===== src/rtl/muldiv_pkg.sv =====
// Shared encodings and constants for the muldiv_unit multiply/divide datapath.
package muldiv_pkg;

  typedef enum logic [1:0] {
    OP_MUL  = 2'b00,
    OP_DIV  = 2'b01,
    OP_MOD  = 2'b10,
    OP_RSVD = 2'b11
  } op_e;

  typedef enum logic [1:0] {
    ST_IDLE = 2'b00,
    ST_CALC = 2'b01,
    ST_FIX  = 2'b10
  } state_e;

  localparam logic [31:0] DIV0_QUOT = 32'hFFFF_FFFF;

endpackage


===== src/rtl/add.sv =====
// Existing 32-bit adder of the SimpleRISC execute stage.
module add (
  input  logic [31:0] a,
  input  logic [31:0] b,
  input  logic        c_in,
  output logic [31:0] sum,
  output logic        c_out
);

  assign {c_out, sum} = {1'b0, a} + {1'b0, b} + {32'b0, c_in};

endmodule


===== src/rtl/muldiv_unit.sv =====
// Multi-cycle MUL/DIV/MOD unit iterating on the shared adder `add`.
// Optional macro MULDIV_EARLY_EXIT_EN: zero operands bypass CALC, MUL leaves CALC once the multiplier is exhausted.
module muldiv_unit
  import muldiv_pkg::*;
#(
  parameter int WIDTH  = 32,
  parameter int ITER_W = 6
) (
  input  logic             clk,
  input  logic             reset,
  input  logic             start,
  input  logic [1:0]       op,
  input  logic [WIDTH-1:0] a,
  input  logic [WIDTH-1:0] b,
  output logic             busy,
  output logic             done,
  output logic [WIDTH-1:0] result,
  output logic             div_by_zero
);

  state_e            state_r, state_nxt;
  op_e               op_r, op_nxt, start_op_s;
  logic [WIDTH-1:0]  acc_r, acc_nxt;
  logic [WIDTH-1:0]  x_r, x_nxt;
  logic [WIDTH-1:0]  y_r, y_nxt;
  logic [WIDTH-1:0]  result_r, result_nxt;
  logic [ITER_W-1:0] cnt_r, cnt_nxt;
  logic              neg_r, neg_nxt, bneg_r, bneg_nxt, dz_r, dz_nxt;
  logic              busy_r, busy_nxt, done_r, done_nxt, dz_out_r, dz_out_nxt;
  logic [WIDTH-1:0]  add_a_s, add_b_s, add_sum_s, rem_sh_s, fix_src_s;
  logic              add_cin_s, add_cout_s, is_div_s;

  assign start_op_s = (op == OP_DIV || op == OP_MOD) ? op_e'(op) : OP_MUL;
  assign is_div_s   = (op_r != OP_MUL);
  assign rem_sh_s   = {acc_r[WIDTH-2:0], x_r[WIDTH-1]};
  assign fix_src_s  = (op_r == OP_DIV) ? x_r : acc_r;

  add u_add (
    .a     (add_a_s),
    .b     (add_b_s),
    .c_in  (add_cin_s),
    .sum   (add_sum_s),
    .c_out (add_cout_s)
  );

  // Adder operand mux: |a| in IDLE, accumulate/trial-subtract in CALC, negate in FIX
  always_comb begin
    add_a_s   = {WIDTH{1'b0}};
    add_b_s   = {WIDTH{1'b0}};
    add_cin_s = 1'b0;
    case (state_r)
      ST_IDLE: begin
        add_a_s   = a[WIDTH-1] ? ~a : a;
        add_cin_s = a[WIDTH-1];
      end
      ST_CALC: begin
        if (is_div_s) begin
          // Adding raw negative b equals adding ~|b|+1, so the stored divisor never needs negating
          add_a_s   = rem_sh_s;
          add_b_s   = bneg_r ? y_r : ~y_r;
          add_cin_s = ~bneg_r;
        end else begin
          add_a_s   = acc_r;
          add_b_s   = x_r;
          add_cin_s = 1'b0;
        end
      end
      ST_FIX: begin
        add_a_s   = ~fix_src_s;
        add_cin_s = 1'b1;
      end
      default: begin
        add_a_s   = {WIDTH{1'b0}};
      end
    endcase
  end

  // Next-state and datapath update
  always_comb begin
    state_nxt  = state_r;
    op_nxt     = op_r;
    acc_nxt    = acc_r;
    x_nxt      = x_r;
    y_nxt      = y_r;
    cnt_nxt    = cnt_r;
    neg_nxt    = neg_r;
    bneg_nxt   = bneg_r;
    dz_nxt     = dz_r;
    result_nxt = result_r;
    busy_nxt   = busy_r;
    done_nxt   = 1'b0;
    dz_out_nxt = 1'b0;
    case (state_r)
      ST_IDLE: begin
        busy_nxt = 1'b0;
        if (start) begin
          op_nxt    = start_op_s;
          cnt_nxt   = {ITER_W{1'b0}};
          busy_nxt  = 1'b1;
          state_nxt = ST_CALC;
          y_nxt     = b;
          bneg_nxt  = b[WIDTH-1];
          if (start_op_s != OP_MUL) begin
            acc_nxt = {WIDTH{1'b0}};
            x_nxt   = add_sum_s;
            neg_nxt = (start_op_s == OP_DIV) ? (a[WIDTH-1] ^ b[WIDTH-1]) : a[WIDTH-1];
            dz_nxt  = (b == {WIDTH{1'b0}});
            if (b == {WIDTH{1'b0}}) begin
              acc_nxt   = a;
              neg_nxt   = 1'b0;
              state_nxt = ST_FIX;
            end else begin
`ifdef MULDIV_EARLY_EXIT_EN
              if (a == {WIDTH{1'b0}}) begin
                neg_nxt   = 1'b0;
                state_nxt = ST_FIX;
              end else begin
                state_nxt = ST_CALC;
              end
`else
              state_nxt = ST_CALC;
`endif
            end
          end else begin
            acc_nxt = {WIDTH{1'b0}};
            x_nxt   = a;
            neg_nxt = 1'b0;
            dz_nxt  = 1'b0;
`ifdef MULDIV_EARLY_EXIT_EN
            if (a == {WIDTH{1'b0}} || b == {WIDTH{1'b0}}) begin
              state_nxt = ST_FIX;
            end else begin
              state_nxt = ST_CALC;
            end
`else
            state_nxt = ST_CALC;
`endif
          end
        end else begin
          state_nxt = ST_IDLE;
        end
      end
      ST_CALC: begin
        cnt_nxt = cnt_r + {{(ITER_W-1){1'b0}}, 1'b1};
        if (is_div_s) begin
          if (add_cout_s) begin
            acc_nxt = add_sum_s;
            x_nxt   = {x_r[WIDTH-2:0], 1'b1};
          end else begin
            acc_nxt = rem_sh_s;
            x_nxt   = {x_r[WIDTH-2:0], 1'b0};
          end
        end else begin
          acc_nxt = y_r[0] ? add_sum_s : acc_r;
          x_nxt   = {x_r[WIDTH-2:0], 1'b0};
          y_nxt   = {1'b0, y_r[WIDTH-1:1]};
        end
        if (cnt_r == ITER_W'(WIDTH - 1)) begin
          state_nxt = ST_FIX;
        end else begin
`ifdef MULDIV_EARLY_EXIT_EN
          if (!is_div_s && y_r[WIDTH-1:1] == {(WIDTH-1){1'b0}}) begin
            state_nxt = ST_FIX;
          end else begin
            state_nxt = ST_CALC;
          end
`else
          state_nxt = ST_CALC;
`endif
        end
      end
      ST_FIX: begin
        if (dz_r) begin
          result_nxt = (op_r == OP_DIV) ? DIV0_QUOT : acc_r;
        end else begin
          result_nxt = neg_r ? add_sum_s : fix_src_s;
        end
        done_nxt   = 1'b1;
        dz_out_nxt = dz_r;
        busy_nxt   = 1'b0;
        state_nxt  = ST_IDLE;
      end
      default: begin
        busy_nxt  = 1'b0;
        state_nxt = ST_IDLE;
      end
    endcase
  end

  // State and output registers
  always_ff @(posedge clk or posedge reset) begin
    if (reset) begin
      state_r  <= ST_IDLE;
      op_r     <= OP_MUL;
      acc_r    <= {WIDTH{1'b0}};
      x_r      <= {WIDTH{1'b0}};
      y_r      <= {WIDTH{1'b0}};
      cnt_r    <= {ITER_W{1'b0}};
      neg_r    <= 1'b0;
      bneg_r   <= 1'b0;
      dz_r     <= 1'b0;
      result_r <= {WIDTH{1'b0}};
      busy_r   <= 1'b0;
      done_r   <= 1'b0;
      dz_out_r <= 1'b0;
    end else begin
      state_r  <= state_nxt;
      op_r     <= op_nxt;
      acc_r    <= acc_nxt;
      x_r      <= x_nxt;
      y_r      <= y_nxt;
      cnt_r    <= cnt_nxt;
      neg_r    <= neg_nxt;
      bneg_r   <= bneg_nxt;
      dz_r     <= dz_nxt;
      result_r <= result_nxt;
      busy_r   <= busy_nxt;
      done_r   <= done_nxt;
      dz_out_r <= dz_out_nxt;
    end
  end

  assign busy        = busy_r;
  assign done        = done_r;
  assign result      = result_r;
  assign div_by_zero = dz_out_r;

endmodule


===== config.mk =====
export PLATFORM = sky130hd
export DESIGN_NAME = muldiv_unit
export DESIGN_NICKNAME = d
export VERILOG_FILES = /design/src/rtl/muldiv_pkg.sv /design/src/rtl/add.sv /design/src/rtl/muldiv_unit.sv
export SDC_FILE = /design/constraint.sdc
export NUM_CORES = 1
export LEC_CHECK = 0
export ABC_AREA = 1
export BUFFER_PORTS_ARGS = -buffer_cell sky130_fd_sc_hd__buf_2
export CAP_MARGIN = 20
export CORE_AREA = 2 2 161 163
export DETAILED_ROUTE_END_ITERATION = 10
export DIE_AREA = 0 0 163 165
export PLACE_DENSITY = 0.74
export SLEW_MARGIN = 20
export SYNTH_ARGS = -nofsm -noshare
export SYNTH_HDL_FRONTEND = slang
export SYNTH_HIERARCHICAL = 1
export SYNTH_SLANG_ARGS = --single-unit

===== constraint.sdc =====
create_clock -name clk -period 6.09 [get_ports clk]
set_input_delay 1.218 -clock clk [delete_from_list [all_inputs] [get_ports clk]]
set_output_delay 1.218 -clock clk [all_outputs]
set_load 0.005 [all_outputs]

==> results.md <==
Die:
- The effective utilization at floorplan is 49.45%.
- The chip height is 165 µm.
- The die covers 26900 µm².
- During I/O placement, the number of pins put on the boundary was 104.
- The core region is 25040 µm².
- The die span in x is 163 µm.
- The floorplan has 58 rows.

Layout:
- The layout-stage area growth over the synthesis result is 9.541%.
- Fill cells in the final layout number 2561.
- Of the cells placed in the final design, the portion with a size suffix greater than 1 is 9.622%.
- The number of antenna diodes is 0.
- The final layout net count is 2078.
- The area taken by flip-flops and latches is 3603 µm².
- The total area of multi-input combinational cells is 7256 µm².

Place:
- The HPWL after detailed placement is 33140 µm.
- The final estimated routing congestion in global placement is 0.9450.
- The count of input and output buffers is 103.

Clock tree:
- CTS built an H-tree with a depth of 4.
- After clock tree synthesis, the flow added hold-fix buffers numbering 0.
- The cell at the root of the clock tree is sky130_fd_sc_hd__clkbuf_16.
- The maximum buffer depth of the clock tree is 2.
- Clock tree synthesis found a total of 144 sinks.
- After clock tree synthesis, the clock-pin slew on the worst setup and hold paths is 70 ps.
- The CTS tree is done.
- Counting the buffers created by CTS gives 17.
- After clock tree synthesis, the setup repair step added 0 buffers.
- For the worst-skew pair, the clock arrives at the later sink with an insertion delay of 440 ps.
- In this run, post-CTS repair resized a total of 0 instances.

Setup path:
- The total buffers and inverters traversed by the critical path is 6.
- Walking the worst path, the cells encountered are inv_1 > nand2_2 > inv_1 > nor2_4 > inv_2 > o221ai_1 > fa_1 > fa_1 > nand3_1 > nand3_1 > nand2_1 > nand2_2 > nand3_1 > nand3_1 > nand2_1 > nand2_1 > inv_1 > nand2_2 > inv_1 > buf_4 > nor2_1 > nor2_1 > nor2_1 > a21oi_1.
- The worst setup path is launched from a register.
- The type of the worst setup path is register to register.
- The worst stage delay on the critical path is 530 ps.
- The critical path required time is 6440 ps.
- The startpoint of the worst-slack reg-to-reg timing path is op_r[0]$_DFFE_PP0P_.
- In this design, the largest share of critical-path delay is due to buffers and inverters.
- The endpoint type of the worst setup path is a register.
- The slowest cell on the critical path is sky130_fd_sc_hd__inv_2.
- Setup slack on the worst reg-to-reg path comes out at 1190 ps.
- The arrival time of data at the critical path endpoint is 5250 ps.
- Tracing the worst setup path back leads to its startpoint at op_r[0]$_DFFE_PP0P_.
- Of all nets on the critical path, the largest fanout is 32.

Yosys:
- The post-synthesis async set-or-reset flop share is 100.0%.
- Counting every net in the synthesized netlist gives 2046.
- The flip-flop cell with the highest count after synthesis is sky130_fd_sc_hd__dfrtp_1.
- The number of warnings reported in the yosys synthesis log is 6.
- The flip-flop and latch count after synthesis is 144.
- A synthesized cell averages 6.381 µm².
- In the synthesized netlist, the number of instances is 1940.
- The share of the Yosys chip area taken by registers is 29.11%.
- The number of flops mapped to enable cells by yosys is 0.
- The synthesized netlist occupies a cell area of 12380 µm².
- The count of cell types in the netlist is 40.

Routing:
- The first routing iteration left 1679 violations.
- The ratio of routed vias to standard cells is 5.847.
- The detail route stage leaves a number of antenna-violating nets equal to 0.
- After detailed routing, the average wire length per cell comes to 19.67 µm.
- The final routed DRC violation total is 0.
- The number of vias after detailed routing is 13540.
- The routed wire length is 45530 µm.
- The first-pass iteration count of the detailed router is 6.

STA:
- The total count of max-transition violations in the final report is 0.
- Setup violations remaining at the end of the flow were counted as 0.
- The largest clock skew in the final design is 13.51 ps.
- For this run, the top clock speed supported by timing is 204.0 MHz.
- The worst pin sits at a relative slew slack of 24.91%.
- The worst path needs 4902 ps of the cycle, external delays included.
- The transition at the pin with the smallest max-transition slack is 1125 ps.
- Setup repair after global routing left no endpoint under its margin.
- Setup total negative slack on the finished layout was measured at 0 ps.
- The hold slack is 470.3 ps.
- The portion of the clock cycle consumed by the worst path in the final layout is 80.50%.
- The number of hold violations in the final report was 0.

Global routing:
- The via count of the first global-routing pass is 12250.
- The fraction of met3 tracks used by global routing is 11.55%.
- Global routing finished with a remaining overflow of 0.
- The global-route total usage across every layer is 34.47%.
- For met2 alone, demand over resource in global routing was 46.86%.
- The number of antenna violations at the first check in global routing is 0.
- The maximum number of pins on one net before global-route repair is 98.
- Global routing consumed, on the met1 layer, 51.11% of the routing resources.
- The global routing stage identified its most utilized layer as met1.
- The wire length of the first global-routing pass is 70520 µm.

Min path:
- The worst min-delay path class is register to register.
- In this run the most critical hold path is launched from busy$_DFFE_PP0N_.

Run status:
- The flow ran to the end, and the final reports show no timing, DRC or antenna violations.

Flow run:
- Max-cap violations in this run came to 0.
-- stage by stage --
stage	std cells	instance area, µm²	utilization (%)	setup WS (ps)
floorplan	1940	12380	-	1006
global placement	2283	12960	51.75	1226
detailed placement	2283	12960	51.75	1140
CTS	2315	13560	54.16	1262
global route	2315	13560	54.16	879.2
finish	2315	13560	54.16	1188
-- cells in the mapped netlist, types with 2 or more instances --
master / instances / area, µm²
sky130_fd_sc_hd__ha_1: 35 / 437.9
sky130_fd_sc_hd__nand3_1: 109 / 545.5
sky130_fd_sc_hd__nor3_1: 5 / 25.02
sky130_fd_sc_hd__o21ai_0: 152 / 760.7
sky130_fd_sc_hd__clkinv_1: 2 / 7.510
sky130_fd_sc_hd__buf_4: 16 / 120.1
sky130_fd_sc_hd__o21ai_1: 16 / 80.08
sky130_fd_sc_hd__a22oi_1: 33 / 247.7
sky130_fd_sc_hd__clkbuf_1: 51 / 191.4
sky130_fd_sc_hd__nand2_1: 506 / 1899
sky130_fd_sc_hd__o22ai_1: 34 / 212.7
sky130_fd_sc_hd__inv_1: 258 / 968.4
sky130_fd_sc_hd__dfrtp_1: 144 / 3603
sky130_fd_sc_hd__o2111ai_1: 12 / 105.1
sky130_fd_sc_hd__xor2_1: 48 / 420.4
sky130_fd_sc_hd__or2_2: 5 / 31.28
sky130_fd_sc_hd__nor2_1: 226 / 848.3
sky130_fd_sc_hd__buf_1: 8 / 30.03
sky130_fd_sc_hd__nor2_4: 3 / 33.78
sky130_fd_sc_hd__buf_2: 33 / 165.2
sky130_fd_sc_hd__nor2_2: 5 / 31.28
sky130_fd_sc_hd__fa_1: 2 / 40.04
sky130_fd_sc_hd__a21oi_1: 69 / 345.3
sky130_fd_sc_hd__o221ai_1: 2 / 17.52
sky130_fd_sc_hd__nand2_2: 11 / 68.82
sky130_fd_sc_hd__nand4_1: 7 / 43.79
sky130_fd_sc_hd__inv_2: 7 / 26.28
sky130_fd_sc_hd__o211ai_1: 126 / 945.9
sky130_fd_sc_hd__a21oi_2: 4 / 35.03
-- worst paths after layout --
kind / endpoint / cells after the start
setup reg to reg: acc_r[11]$_DFFE_PP0P_ / 24
hold reg to reg: busy$_DFFE_PP0N_ / 2
setup / recovery: acc_r[11]$_DFFE_PP0P_ / 24
min in group asynchronous: result[6]$_DFFE_PP0P_ / 2
max in group asynchronous: x_r[3]$_DFFE_PP0P_ / 3
hold / removal: busy$_DFFE_PP0N_ / 2
-- routing by layer --
metal,part of all wire [%],up-vias,wire [µm]
met4,2.4,0,1102
met3,13,79,5962
li1,-,6425,-
met1,45,6278,20490
met5,0,-,0
met2,39,753,17980
-- cells by family after synthesis --
| family | share of synthesized area (%) |
|---|---|
| buffers and inverters | 12.32 |
| flip-flops | 29.11 |
| XOR/XNOR | 3.467 |
| AND/OR/NAND/NOR | 28.84 |
| AO/OA/AOI/OAI | 22.41 |
| adder cells (fa/ha/maj) | 3.861 |
-- final cells by class --
cell class,count,area share (%)
Multi-Input combinational cell,1419,53.51
Sequential cell,144,26.57
Inverter,267,7.428
Timing Repair Buffer,123,5.001
Clock buffer,20,3.294
Tap cell,330,3.045
Clock inverter,12,1.153
-- flip-flops by register name, summed over array words and instances (netlist names), 2 cells and up --
name	cells
y_r	32
state_r	2
result	32
acc_r	32
x_r	32
op_r	2
cnt_r	6
-- layout by cell type (no fill, tap or decap), types with 4 or more instances in the layout --
cell type                   instances
sky130_fd_sc_hd__a21oi_1           69
sky130_fd_sc_hd__a21oi_2            4
sky130_fd_sc_hd__a22oi_1           33
sky130_fd_sc_hd__buf_2            103
sky130_fd_sc_hd__buf_4             19
sky130_fd_sc_hd__clkbuf_16         17
sky130_fd_sc_hd__dfrtp_1          144
sky130_fd_sc_hd__ha_1              35
sky130_fd_sc_hd__inv_1            257
sky130_fd_sc_hd__inv_2              7
sky130_fd_sc_hd__inv_6              4
sky130_fd_sc_hd__nand2_1          506
sky130_fd_sc_hd__nand2_2           11
sky130_fd_sc_hd__nand3_1          109
sky130_fd_sc_hd__nand4_1            7
sky130_fd_sc_hd__nor2_1           226
sky130_fd_sc_hd__nor2_2             4
sky130_fd_sc_hd__nor2_4             4
sky130_fd_sc_hd__nor3_1             5
sky130_fd_sc_hd__o2111ai_1         12
sky130_fd_sc_hd__o211ai_1         126
sky130_fd_sc_hd__o21ai_0          152
sky130_fd_sc_hd__o21ai_1           16
sky130_fd_sc_hd__o22ai_1           34
sky130_fd_sc_hd__or2_2              5
sky130_fd_sc_hd__xor2_1            48
-- worst reg2reg max path, delay by kind of cell, from the launching register on --
family | cells | cell delay [ps]
buffers and inverters | 6 | 1510
AND/OR/NAND/NOR | 14 | 1470
adder cells (fa/ha/maj) | 2 | 980
AO/OA/AOI/OAI | 2 | 470
flip-flops | 1 | 380
Power is left out: the tool's default activity adds up to more than one toggle a clock period on the data nets, which glitch-free logic cannot reach.
